### config.mk
export PLATFORM = sky130hd
export DESIGN_NAME = alu_sched
export DESIGN_NICKNAME = d
export VERILOG_FILES = /design/src/rtl/alu_sched.sv
export SDC_FILE = /design/constraint.sdc
export NUM_CORES = 1
export LEC_CHECK = 0
export BUFFER_PORTS_ARGS = -buffer_cell sky130_fd_sc_hd__buf_2
export CAP_MARGIN = 15
export CORE_MARGIN = 2
export CORE_UTILIZATION = 40
export CTS_CLUSTER_DIAMETER = 100
export DETAILED_ROUTE_END_ITERATION = 6
export GPL_TIMING_DRIVEN = 0
export PLACE_DENSITY = 0.75
export SKIP_LAST_GASP = 1
export SYNTH_ARGS = -nofsm -noshare
export SYNTH_HDL_FRONTEND = slang
export SYNTH_SLANG_ARGS = --single-unit
### constraint.sdc
create_clock -name clk -period 1.3 [get_ports clk]
set_clock_uncertainty 0.15 [all_clocks]
set_input_delay 0.26 -clock clk [delete_from_list [all_inputs] [get_ports clk]]
set_output_delay 0.26 -clock clk [all_outputs]
set_load 0.02 [all_outputs]
### src/rtl/alu_sched.sv
// alu_sched: round-robin arbiter sharing one combinational ALU
// between two requesters; result returned with a one-cycle done pulse.
module alu_sched #(
    parameter int WIDTH = 4
) (
    input  logic             clk,
    input  logic             rst,
    input  logic [1:0]       req,
    input  logic [WIDTH-1:0] a0,
    input  logic [WIDTH-1:0] b0,
    input  logic [3:0]       fs0,
    input  logic [WIDTH-1:0] a1,
    input  logic [WIDTH-1:0] b1,
    input  logic [3:0]       fs1,
    output logic [WIDTH-1:0] alu_a,
    output logic [WIDTH-1:0] alu_b,
    output logic [3:0]       alu_func,
    input  logic [WIDTH-1:0] alu_r,
    input  logic             alu_ov,
    output logic [1:0]       gnt,
    output logic [1:0]       done,
    output logic [WIDTH-1:0] res,
    output logic             res_ov,
    output logic             busy
);

    typedef enum logic [1:0] {
        IDLE,
        ISSUE,
        DONE
    } state_t;

    typedef struct packed {
        logic [WIDTH-1:0] a;
        logic [WIDTH-1:0] b;
        logic [3:0]       fs;
    } op_t;

    state_t state, state_nxt;
    op_t    op_q, op_sel;
    logic   last;
    logic [1:0] win;

    // last==1 means requester 1 was served most recently
    always_comb begin
        win = req;
        if (req == 2'b11)
            win = last ? 2'b01 : 2'b10;
    end

    always_comb begin
        op_sel = op_q;
        unique case (1'b1)
            win[0]:  op_sel = '{a: a0, b: b0, fs: fs0};
            win[1]:  op_sel = '{a: a1, b: b1, fs: fs1};
            default: op_sel = op_q;
        endcase
    end

    always_comb begin
        state_nxt = state;
        unique case (state)
            IDLE:    if (|win) state_nxt = ISSUE;
            ISSUE:   state_nxt = DONE;
            DONE:    state_nxt = IDLE;
            default: state_nxt = IDLE;
        endcase
    end

    always_ff @(posedge clk or negedge rst) begin
        if (!rst)
            state <= IDLE;
        else
            state <= state_nxt;
    end

    always_ff @(posedge clk or negedge rst) begin
        if (!rst) begin
            op_q   <= '0;
            gnt    <= 2'b00;
            done   <= 2'b00;
            res    <= '0;
            res_ov <= 1'b0;
            last   <= 1'b1;
        end else begin
            unique case (state)
                IDLE: begin
                    if (|win) begin
                        op_q <= op_sel;
                        gnt  <= win;
                        last <= win[1];
                    end
                end
                ISSUE: begin
                    res    <= alu_r;
                    res_ov <= alu_ov;
                    done   <= gnt;
                end
                DONE: begin
                    gnt  <= 2'b00;
                    done <= 2'b00;
                end
                default: begin
                    gnt  <= 2'b00;
                    done <= 2'b00;
                end
            endcase
        end
    end

    assign alu_a    = op_q.a;
    assign alu_b    = op_q.b;
    assign alu_func = op_q.fs;
    assign busy     = (state != IDLE);

endmodule

==> results of run 1 <==
-- worst reg2reg max path, stage by stage, from the launching register on --
cell	delay, ns
dfrtp_2	0.45
buf_4	0.14
buf_6	0.12
nand2b_4	0.18
mux2_4	0.32
-- state kept, by name, indices dropped and copies added (netlist names) --
signal    cells
alu_b         4
last          1
state         2
res_ov        1
res           4
gnt           2
done          2
alu_a         4
alu_func      4
-- logic make-up (layout without fill, tap and decap cells) --
| group | Yosys count | after routing |
|---|---|---|
| AO/OA/AOI/OAI | 32 | 32 |
| buffers and inverters | 9 | 91 |
| flip-flops | 24 | 24 |
| multiplexers | 6 | 6 |
| AND/OR/NAND/NOR | 34 | 34 |
-- how the worst max path moves through the flow --
| stage | start | end | slack [ns] | cells after the start |
|---|---|---|---|---|
| after global routing | state[0] | busy | -0.29 | 4 |
| after detailed placement | state[0] | busy | -0.19 | 4 |
| after CTS | state[1] | busy | -0.27 | 4 |
| final | state[0] | busy | -0.25 | 4 |
| after floorplan | last | alu_a[0] | 0.002 | 4 |
| after global placement | state[0] | busy | -0.18 | 4 |
-- final cells by class --
type | count | area [sq um]
fill | 194 | 698
tap | 30 | 37.5
multi-input combinational | 72 | 470
timing repair buffer | 79 | 604
sequential | 24 | 604
buffer | 5 | 43.8
inverter | 3 | 11.3
clock inverter | 1 | 30.0
clock buffer | 3 | 22.5
-- routing by layer --
metal / part of all wire (%) / track usage [%] / up-vias
li1: - / - / 526
met1: 38 / 22.8 / 534
met2: 55 / 35.0 / 40
met3: 6.1 / 3.02 / 4
met4: 0.74 / 4.08 / 0
met5: 0 / 0 / -
-- power groups by stage --
stage	sequential [uW]	combinational, uW	clock, uW
5_1_grt	1470	3200	576
3_3_place_gp	1390	1840	0
2_1_floorplan	1790	901	0
3_5_place_dp	1410	1880	0
6_report	1430	3000	545
4_1_cts	1350	2320	549
-- metrics by stage --
stage | hold WS [ns] | setup slack (ns)
floorplan | -0.186 | 0.00179
global placement | 0.115 | -0.180
detailed placement | 0.120 | -0.188
CTS | 0.00607 | -0.265
global route | 0.0165 | -0.294
finish | 0.0121 | -0.248
-- timing repair --
action / 4_1_cts / 5_1_grt
setup endpoints to repair: 24 / 42
gates resized for setup: 13 / 44
pin swaps: 1 / 1
setup buffers: 11 / 9
endpoints found under the hold margin: 24 / 2
hold buffers: 2 / 2
gates cloned: 0 / 1
-- cells in the mapped netlist --
library cell  number
a21bo_2            1
a21boi_2           1
a21oi_1           14
a31oi_1           14
and2_4             1
buf_2              4
buf_4              1
buf_6              1
dfrtp_1           23
dfstp_2            1
inv_1              3
mux2_4             5
mux2i_1            1
nand2_1           26
nand2b_1           2
nor2_1             1
nor2_4             1
nor2b_1            2
o21bai_1           1
o22ai_1            1
or2_4              1
==> impl_results.md, run 1 <==
* Global-route wire length before repair at 4910 microns
* Post-synthesis sequential area ratio at 55.5%
* Drt wl/cell at 14.4 microns
* Worst Hold Endpoint: res[2]
* Clock power frac at 11.0%
* Setup violators final at 19
* Combinational Power Share at 60.3%
* Synth Area in Simple Gates at 14.3%
* Fraction of layout cells with a size suffix above 1 at 54.5%
* Total gr overflow at 0
* Max stage delay cell, worst path: dfrtp_2
* Post-route ant nets at 0
* Vias in the first global route at 1128
* Psw at 1880 uW
* Register bit total from synthesis at 24
* Placed cell count at 189
* Flop-to-flop setup slack at -0.15 ns
* Mapped Nets at 138
* RSZ-0062 raised after global routing: true
* Clock slew at the register clock pins of the worst setup and hold paths at 0.14 ns
* Root Driver: clkbuf_4
* Cell Area, Synth at 0.00108 sq mm
* Max_cap viols at 0
* Crit path DAT at 1.14 ns
* Most common cell after layout, fill and taps aside: buf_2
* Initial drt markers at 21
* Fmax at 646 MHz
* Non-Filler Instances at 217
* Rel. slew slack at 63.9%
* Initial antenna violation count at 0
* Top post-synthesis cells by area: dfrtp_1 53%, nand2_1 9.0%, a31oi_1 8.1%, mux2_4 6.9%, a21oi_1 6.5%
* Cell taking the most area after synthesis: dfrtp_1
* Worst Path Class, Setup: reg -> out
* CP max stage delay at 0.45 ns
* CP max FO at 2
* Setup TNS at -2.20 ns
* Final worst-path setup slack at -0.248 ns
* Area of placed instances at 0.00140 sq mm
* Site Rows at 18
* Cell Int Power at 3090 uW
* Sw Ratio at 37.8%
* Largest net degree at the start of global routing at 25
* Final Hold Fails at 0
* Die Area at 0.00314 sq mm
* Critical Path End Type: primary output
* Total GRT Usage at 18.9%
* GPL Wtd Cong at 0.710
* Antenna diodes at 0
* Pleak at 0.000912 uW
* Clock sinks at 24
* Total power at 4970 uW
* Post-DP HPWL at 1840 microns
* Io pins at 55
* Largest family of logic cells by synthesized area: compound AO/OA/AOI/OAI gates
* Avg Cell Area, Syn at 10.3 sq um
* Buf+Inv Stages, Crit Path at 3
* Core area at 0.00252 sq mm
* Post-synth cell types at 21
* Worst R2R Start: state[1]
* Clock buffer count from CTS at 3
* DR pass1 iterations at 4
* Synthesis Warnings at 0
* Area grow syn2layout at 68.2%
* Worst-Margin Slew at 0.541 ns
* Failing checks: negative setup slack
* Avg Vias per Cell at 5.09
* Die X-Extent at 56.1 microns
* Worst-case clock buffer depth at 2
* DRC Markers at 0
* Fin. max-slew vios at 0
* Clock Latency Late Sink at 0.31 ns
* Startpoint types: register
* Synth Area in Compound Gates at 17.8%
* Tcrit/Tclk final at 119%
* Maximum vdd drop at 1.68 mV
* Vias at 1104
* R2R depth at 4
* Top-area cell type share of the netlist area at 53.1%
* H-Tree Level Count at 1
* CTS tree: yes
* Hold path startpoint: alu_r[2]
* Status: finished with violations
* Fin area at 0.00182 sq mm
* RR Endpoint: res_ov
* Synthesized instance count at 105
* Routed wire length at 3130 microns
* Xor/xnor share of the synthesized area at 0%
* PortBufs at 54
* Worst path required time at 0.89 ns
* CP top delay family: flip-flops
* CP Cell Sequence: nor2_4 -> buf_6 -> inv_2 -> buf_6
* P per Cell Area at 2730 mW/mm^2
* Final #Nets at 221
* CP dominant cell by count: buf_6
* Commonest non-fill, non-tap cells in the layout: 36 x buf_2, 26 x buf_6, 26 x nand2_1, 21 x dfrtp_1, 18 x buf_4
* Post-synthesis adder-cell area fraction at 0%
* Multiplexer area fraction after synthesis at 7.84%
* Initial Util at 43.0%
* Min Tclk post-route at 1.55 ns
* Sequential share of power at 28.8%
* Final Util at 72.3%
* HP Class: in -> reg
* Hold depth at 2
* Die Y at 56.1 microns
Note: power is estimated with default switching activity, not from simulation.
==> run 2: changes to the inputs <==
--- a/config.mk
+++ b/config.mk
@@ -8,11 +8,11 @@
 export BUFFER_PORTS_ARGS = -buffer_cell sky130_fd_sc_hd__buf_2
 export CAP_MARGIN = 15
 export CORE_MARGIN = 2
-export CORE_UTILIZATION = 40
+export CORE_UTILIZATION = 39
 export CTS_CLUSTER_DIAMETER = 100
 export DETAILED_ROUTE_END_ITERATION = 6
 export GPL_TIMING_DRIVEN = 0
-export PLACE_DENSITY = 0.75
+export PLACE_DENSITY = 0.74
 export SKIP_LAST_GASP = 1
 export SYNTH_ARGS = -nofsm -noshare
 export SYNTH_HDL_FRONTEND = slang
==> run 2 against run 1 <==
Against the previous run: the run still ends with negative setup slack left; die area is 2.4% higher; first-iteration DRC count is 4.8% lower; hold slack worse by 0.0043 ns; register-to-register slack better by 0.02 ns; routed wire length is 8.4% lower; largest cell class unchanged; worst setup slack worse by 0.017 ns; final cell count is 2.3% higher; non-clock buffer count is 4 higher; sequential cell count stayed put; critical path depth stayed put.
==> impl_results.md, run 2 (synthesis gave the netlist of run 1 again) <==
* Status: finished with violations (unchanged)
* Failing checks: negative setup slack (unchanged)
* CTS tree: yes (unchanged)
* CP dominant cell by count: buf_6 (unchanged)
* Worst-case clock buffer depth at 2 (unchanged)
* CP max FO at 2 (unchanged)
* CP Cell Sequence: nor2_4 -> buf_6 -> inv_2 -> buf_6 (unchanged)
* Worst-Margin Slew at 0.530 ns (was 0.541 ns)
* Final Hold Fails at 0 (unchanged)
* Combinational Power Share at 60.3% (about the same)
* Min Tclk post-route at 1.57 ns (was 1.55 ns)
* Die X-Extent at 56.7 microns (was 56.1 microns)
* Area grow syn2layout at 70.8% (was 68.2%)
* Io pins at 55 (unchanged)
* Startpoint types: register (unchanged)
* Core area at 0.00271 sq mm (was 0.00252 sq mm)
* Initial Util at 40.0% (was 43.0%)
* Fmax at 639 MHz (was 646 MHz)
* Max_cap viols at 0 (unchanged)
* Placed cell count at 190 (was 189)
* Pleak at 0.000934 uW (was 0.000912 uW)
* Site Rows at 19 (was 18)
* Sequential share of power at 28.7% (was 28.8%)
* Worst R2R Start: state[0] (was state[1])
* Total gr overflow at 0 (unchanged)
* Hold depth at 2 (unchanged)
* Psw at 1830 uW (was 1880 uW)
* GPL Wtd Cong at 0.676 (was 0.710)
* R2R depth at 6 (was 4)
* RSZ-0062 raised after global routing: true (unchanged)
* Sw Ratio at 36.7% (was 37.8%)
* Post-route ant nets at 0 (unchanged)
* H-Tree Level Count at 1 (unchanged)
* Clock power frac at 11.0% (about the same)
* Largest net degree at the start of global routing at 25 (unchanged)
* Cell Int Power at 3160 uW (was 3090 uW)
* Fraction of layout cells with a size suffix above 1 at 53.9% (was 54.5%)
* HP Class: in -> reg (unchanged)
* Clock Latency Late Sink at 0.32 ns (was 0.31 ns)
* DRC Markers at 0 (unchanged)
* Critical Path End Type: primary output (unchanged)
* Fin. max-slew vios at 0 (unchanged)
* Non-Filler Instances at 222 (was 217)
* PortBufs at 54 (unchanged)
* Antenna diodes at 0 (unchanged)
* Worst Path Class, Setup: reg -> out (unchanged)
* Commonest non-fill, non-tap cells in the layout: 34 x buf_2, 28 x buf_6, 26 x nand2_1, 21 x dfrtp_1, 21 x buf_4 (was 36 x buf_2, 26 x buf_6, 26 x nand2_1, 21 x dfrtp_1, 18 x buf_4)
* P per Cell Area at 2690 mW/mm^2 (was 2730 mW/mm^2)
* Avg Vias per Cell at 4.80 (was 5.09)
* Most common cell after layout, fill and taps aside: buf_2 (unchanged)
* Total power at 4990 uW (was 4970 uW)
* Die Area at 0.00322 sq mm (was 0.00314 sq mm)
* Worst path required time at 0.89 ns (about the same)
* Max stage delay cell, worst path: dfrtp_2 (unchanged)
* Clock slew at the register clock pins of the worst setup and hold paths at 0.15 ns (was 0.14 ns)
* Final #Nets at 225 (was 221)
* Maximum vdd drop at 1.66 mV (was 1.68 mV)
* Total GRT Usage at 18.6% (was 18.9%)
* Drt wl/cell at 12.9 microns (was 14.4 microns)
* Root Driver: clkbuf_4 (unchanged)
* Hold WS at 0.00785 ns (was 0.0121 ns)
* Rel. slew slack at 64.7% (was 63.9%)
* CP startpoint: state[0] (unchanged)
* Die Y at 56.7 microns (was 56.1 microns)
* Final worst-path setup slack at -0.266 ns (was -0.248 ns)
* Routed wire length at 2860 microns (was 3130 microns)
* Post-DP HPWL at 1840 microns (about the same)
* Vias at 1065 (was 1104)
* Hold path startpoint: alu_r[2] (unchanged)
* Initial antenna violation count at 0 (unchanged)
* Vias in the first global route at 1104 (was 1128)
* Global-route wire length before repair at 4760 microns (was 4910 microns)
* CP max stage delay at 0.46 ns (was 0.45 ns)
* DR pass1 iterations at 4 (unchanged)
* Setup violators final at 19 (unchanged)
* Clock sinks at 24 (unchanged)
* Initial drt markers at 20 (was 21)
* Tcrit/Tclk final at 120% (was 119%)
* Clock buffer count from CTS at 3 (unchanged)
* Crit path DAT at 1.16 ns (was 1.14 ns)
-- run 2: cell count changes in the layout (fill, tap and decap cells not counted), sizes merged --
cell         before  now
buf              80   83
dlygate4sd3       4    5
-- run 2: worst paths after layout --
path                                to  slack (ns)
max                               busy       -0.27
min                             res[2]       0.008
max reg2reg                alu_func[2]       -0.13
min reg2reg                    done[0]        0.41
max in group asynchronous         last        0.34
min in group asynchronous       res_ov        0.28
-- run 2: per-layer routing --
metal,GRT usage [%],vias to the layer above,part of all wire [%]
met2,31.6,38,51
met1,22.2,489,43
li1,-,534,-
met4,9.30,0,0.91
met3,3.69,4,5.3
met5,0,-,0
-- run 2: layout make-up --
type,count,area [sq um]
flip-flops and latches,24,604
well taps,31,38.8
multi-input cells,72,453
repair buffers,82,638
plain buffers,6,55.1
fillers,223,857
inverters,3,11.3
clock inverters,1,30.0
clock buffers,3,22.5
-- run 2: metrics by stage --
stage | instance area [sq um] | setup WS (ns) | TNS [ns] | utilization (%)
4_1_cts | 1670 | -0.263 | -1.36 | 61.7
2_1_floorplan | 1090 | 0.00179 | 0 | -
3_3_place_gp | 1400 | -0.192 | -1.35 | 51.5
3_5_place_dp | 1400 | -0.198 | -1.56 | 51.5
6_report | 1850 | -0.266 | -1.94 | 68.4
5_1_grt | 1850 | -0.322 | -3.25 | 68.4
-- run 2: worst max-delay path: cells and delay by family (launching register included) --
| family | cells | cell delay (ns) |
|---|---|---|
| simple gates | 1 | 0.13 |
| flops | 1 | 0.46 |
| buf+inv | 3 | 0.26 |
-- run 2: timing repair --
action | 4_1_cts | 5_1_grt
gates resized for setup | 29 | 29
setup buffers | 13 | 9
gates cloned | 0 | 1
pin swaps | 1 | 1
endpoints found under the setup margin | 32 | 39
hold buffers | 4 | 1
hold endpoints to repair | 26 | 1
-- run 2: power by group through the flow --
stage,registers [uW],logic [uW],clock network [uW]
floorplan,1790,901,0
global placement,1400,1850,0
detailed placement,1410,1880,0
CTS,1390,2510,561
global route,1470,3210,586
finish,1430,3010,549
==> run 3: changes to the inputs <==
--- a/config.mk
+++ b/config.mk
@@ -13,6 +13,7 @@
 export DETAILED_ROUTE_END_ITERATION = 6
 export GPL_TIMING_DRIVEN = 0
 export PLACE_DENSITY = 0.74
+export REMOVE_ABC_BUFFERS = 1
 export SKIP_LAST_GASP = 1
 export SYNTH_ARGS = -nofsm -noshare
 export SYNTH_HDL_FRONTEND = slang
==> run 3 against run 2 <==
Against the previous run: utilization is 2.7 points lower; critical path type unchanged; clock-buffer cell count is 1 higher; hold slack better by 0.00085 ns; clock power is 26% lower; largest power group unchanged; design area is 3.9% lower; total power is 4.1% lower; sequential cell count stayed put; the run still ends with negative setup slack left; first-iteration DRC count is 75% higher; critical path depth is 1 lower.
==> impl_results.md, run 3 (synthesis gave the netlist of run 1 again) <==
* Initial antenna violation count at 0 (unchanged)
* Setup TNS at -1.99 ns (was -1.94 ns)
* Critical Path End Type: primary output (unchanged)
* Sw Ratio at 38.7% (was 36.7%)
* Worst-Margin Slew at 0.536 ns (was 0.530 ns)
* DR pass1 iterations at 6 (was 4)
* CTS tree: yes (unchanged)
* Crit path DAT at 1.08 ns (was 1.16 ns)
* Rel. slew slack at 64.3% (was 64.7%)
* CP max FO at 2 (unchanged)
* Area grow syn2layout at 64.1% (was 70.8%)
* Maximum vdd drop at 1.89 mV (was 1.66 mV)
* Final Util at 65.7% (was 68.4%)
* Setup crit end: busy (unchanged)
* Min Tclk post-route at 1.49 ns (was 1.57 ns)
* Clock sinks at 24 (unchanged)
* Io pins at 55 (unchanged)
* Cell Int Power at 2940 uW (was 3160 uW)
* Worst path required time at 0.89 ns (about the same)
* Core area at 0.00271 sq mm (unchanged)
* Total GRT Usage at 18.2% (was 18.6%)
* PortBufs at 54 (unchanged)
* Fmax at 673 MHz (was 639 MHz)
* Total gr overflow at 0 (unchanged)
* Clock slew at the register clock pins of the worst setup and hold paths at 0.14 ns (was 0.15 ns)
* Hold WS at 0.00870 ns (was 0.00785 ns)
* DRC Markers at 0 (unchanged)
* Initial Util at 40.0% (unchanged)
* Fraction of layout cells with a size suffix above 1 at 52.7% (was 53.9%)
* Root Driver: clkbuf_4 (unchanged)
* Flop-to-flop setup slack at -0.15 ns (was -0.13 ns)
* Antenna diodes at 0 (unchanged)
* Final #Nets at 218 (was 225)
* Met3 wire len at 202 microns (was 151 microns)
* Vias at 1091 (was 1065)
* Tcrit/Tclk final at 114% (was 120%)
* Die Area at 0.00322 sq mm (unchanged)
* Worst R2R Start: state[0] (unchanged)
* Non-Filler Instances at 215 (was 222)
* Uppermost routed layer: met4 (unchanged)
* Commonest non-fill, non-tap cells in the layout: 32 x buf_2, 26 x nand2_1, 24 x buf_6, 21 x dfrtp_1, 19 x buf_4 (was 34 x buf_2, 28 x buf_6, 26 x nand2_1, 21 x dfrtp_1, 21 x buf_4)
* Metal-1 WL at 1210 microns (was 1230 microns)
* H-Tree Level Count at 1 (unchanged)
* Placed cell count at 184 (was 190)
* Psw at 1850 uW (was 1830 uW)
* Fin. max-slew vios at 0 (unchanged)
* Status: finished with violations (unchanged)
* Startpoint types: register (unchanged)
* Final worst-path setup slack at -0.187 ns (was -0.266 ns)
* Vias in the first global route at 977 (was 1104)
* Routed wire length at 2970 microns (was 2860 microns)
* Clock buffer count from CTS at 3 (unchanged)
* Total power at 4790 uW (was 4990 uW)
* Setup violators final at 19 (unchanged)
* R2R depth at 3 (was 6)
* # fillers at 217 (was 223)
* Site Rows at 19 (unchanged)
* Post-DP HPWL at 1650 microns (was 1840 microns)
* Pleak at 0.000898 uW (was 0.000934 uW)
* Sequential share of power at 30.4% (was 28.7%)
* HP Class: in -> reg (unchanged)
* Initial drt markers at 35 (was 20)
* Worst-case clock buffer depth at 2 (unchanged)
* Die Y at 56.7 microns (unchanged)
* Failing checks: negative setup slack (unchanged)
* Global-route wire length before repair at 4530 microns (was 4760 microns)
* Avg Vias per Cell at 5.07 (was 4.80)
* CP startpoint: state[0] (unchanged)
* Clock Latency Late Sink at 0.32 ns (about the same)
* Most common cell after layout, fill and taps aside: buf_2 (unchanged)
* Final Hold Fails at 0 (unchanged)
* Combinational Power Share at 61.0% (was 60.3%)
* RR Endpoint: res[3] (was alu_func[2])
* Max_cap viols at 0 (unchanged)
* Metal2 WL at 1530 microns (was 1460 microns)
* Clock power frac at 8.5% (was 11.0%)
* P per Cell Area at 2690 mW/mm^2 (about the same)
* Die X-Extent at 56.7 microns (unchanged)
* Worst Path Class, Setup: reg -> out (unchanged)
* Post-route ant nets at 0 (unchanged)
* Drt wl/cell at 13.8 microns (was 12.9 microns)
* Largest net degree at the start of global routing at 25 (unchanged)
* GPL Wtd Cong at 0.695 (was 0.676)
* RSZ-0062 raised after global routing: true (unchanged)
-- run 3: cell types whose count changed in the layout (fill, tap and decap cells not counted), sizes merged --
cell / change
buf: -7
dlygate4sd3: -2
and2: +1
clkbuf: +1
a21bo: +1
bufinv: -1
-- run 3: cell type report --
type                    count  area (sq um)  share of cell area, %
repair buffers             79           618                   34.7
inverters                   3          11.3                  0.632
well taps                  31          38.8                   2.18
multi-input cells          74           472                   26.5
clock buffers               4          36.3                   2.04
flip-flops and latches     24           604                   33.9
-- run 3: worst min-delay path by stage --
stage	startpoint	to	slack [ns]	cells after the start
finish	alu_r[2]	res[2]	0.009	2
global route	alu_r[2]	res[2]	-0.005	2
CTS	alu_r[0]	res[0]	0.002	2
detailed placement	rst	done[1]	0.13	1
global placement	rst	done[0]	0.11	1
floorplan	rst	alu_a[0]	-0.19	0
-- run 3: what timing repair did --
item,CTS,global route
hold buffers,1,2
endpoints found under the hold margin,23,2
pin swaps,2,2
setup endpoints to repair,34,43
resized for setup,27,29
setup buffers,8,14
cloned,2,0
-- run 3: stage by stage --
stage / instance area [sq um] / setup WS (ns)
final: 1780 / -0.187
after global placement: 1360 / -0.197
after global routing: 1780 / -0.216
after detailed placement: 1360 / -0.219
after CTS: 1560 / -0.200
after floorplan: 1050 / -0.0274
-- run 3: worst max-delay path, cell delays in order, from the launching register on --
cell and delay [ns]:
dfrtp_2 0.45, nor2_4 0.14, inv_2 0.04, buf_6 0.12
-- run 3: per-layer routing --
layer | GRT usage (%) | vias up
met5 | 0 | -
met4 | 6.31 | 0
met1 | 23.5 | 518
met2 | 30.1 | 46
met3 | 4.15 | 4
li1 | - | 523
-- run 3: power by group through the flow --
stage	clock network [uW]	registers (uW)	logic (uW)
after CTS	410	1430	2250
after floorplan	0	1790	803
after detailed placement	0	1410	1780
after global placement	0	1390	1740
after global routing	447	1500	3090
final	409	1460	2920
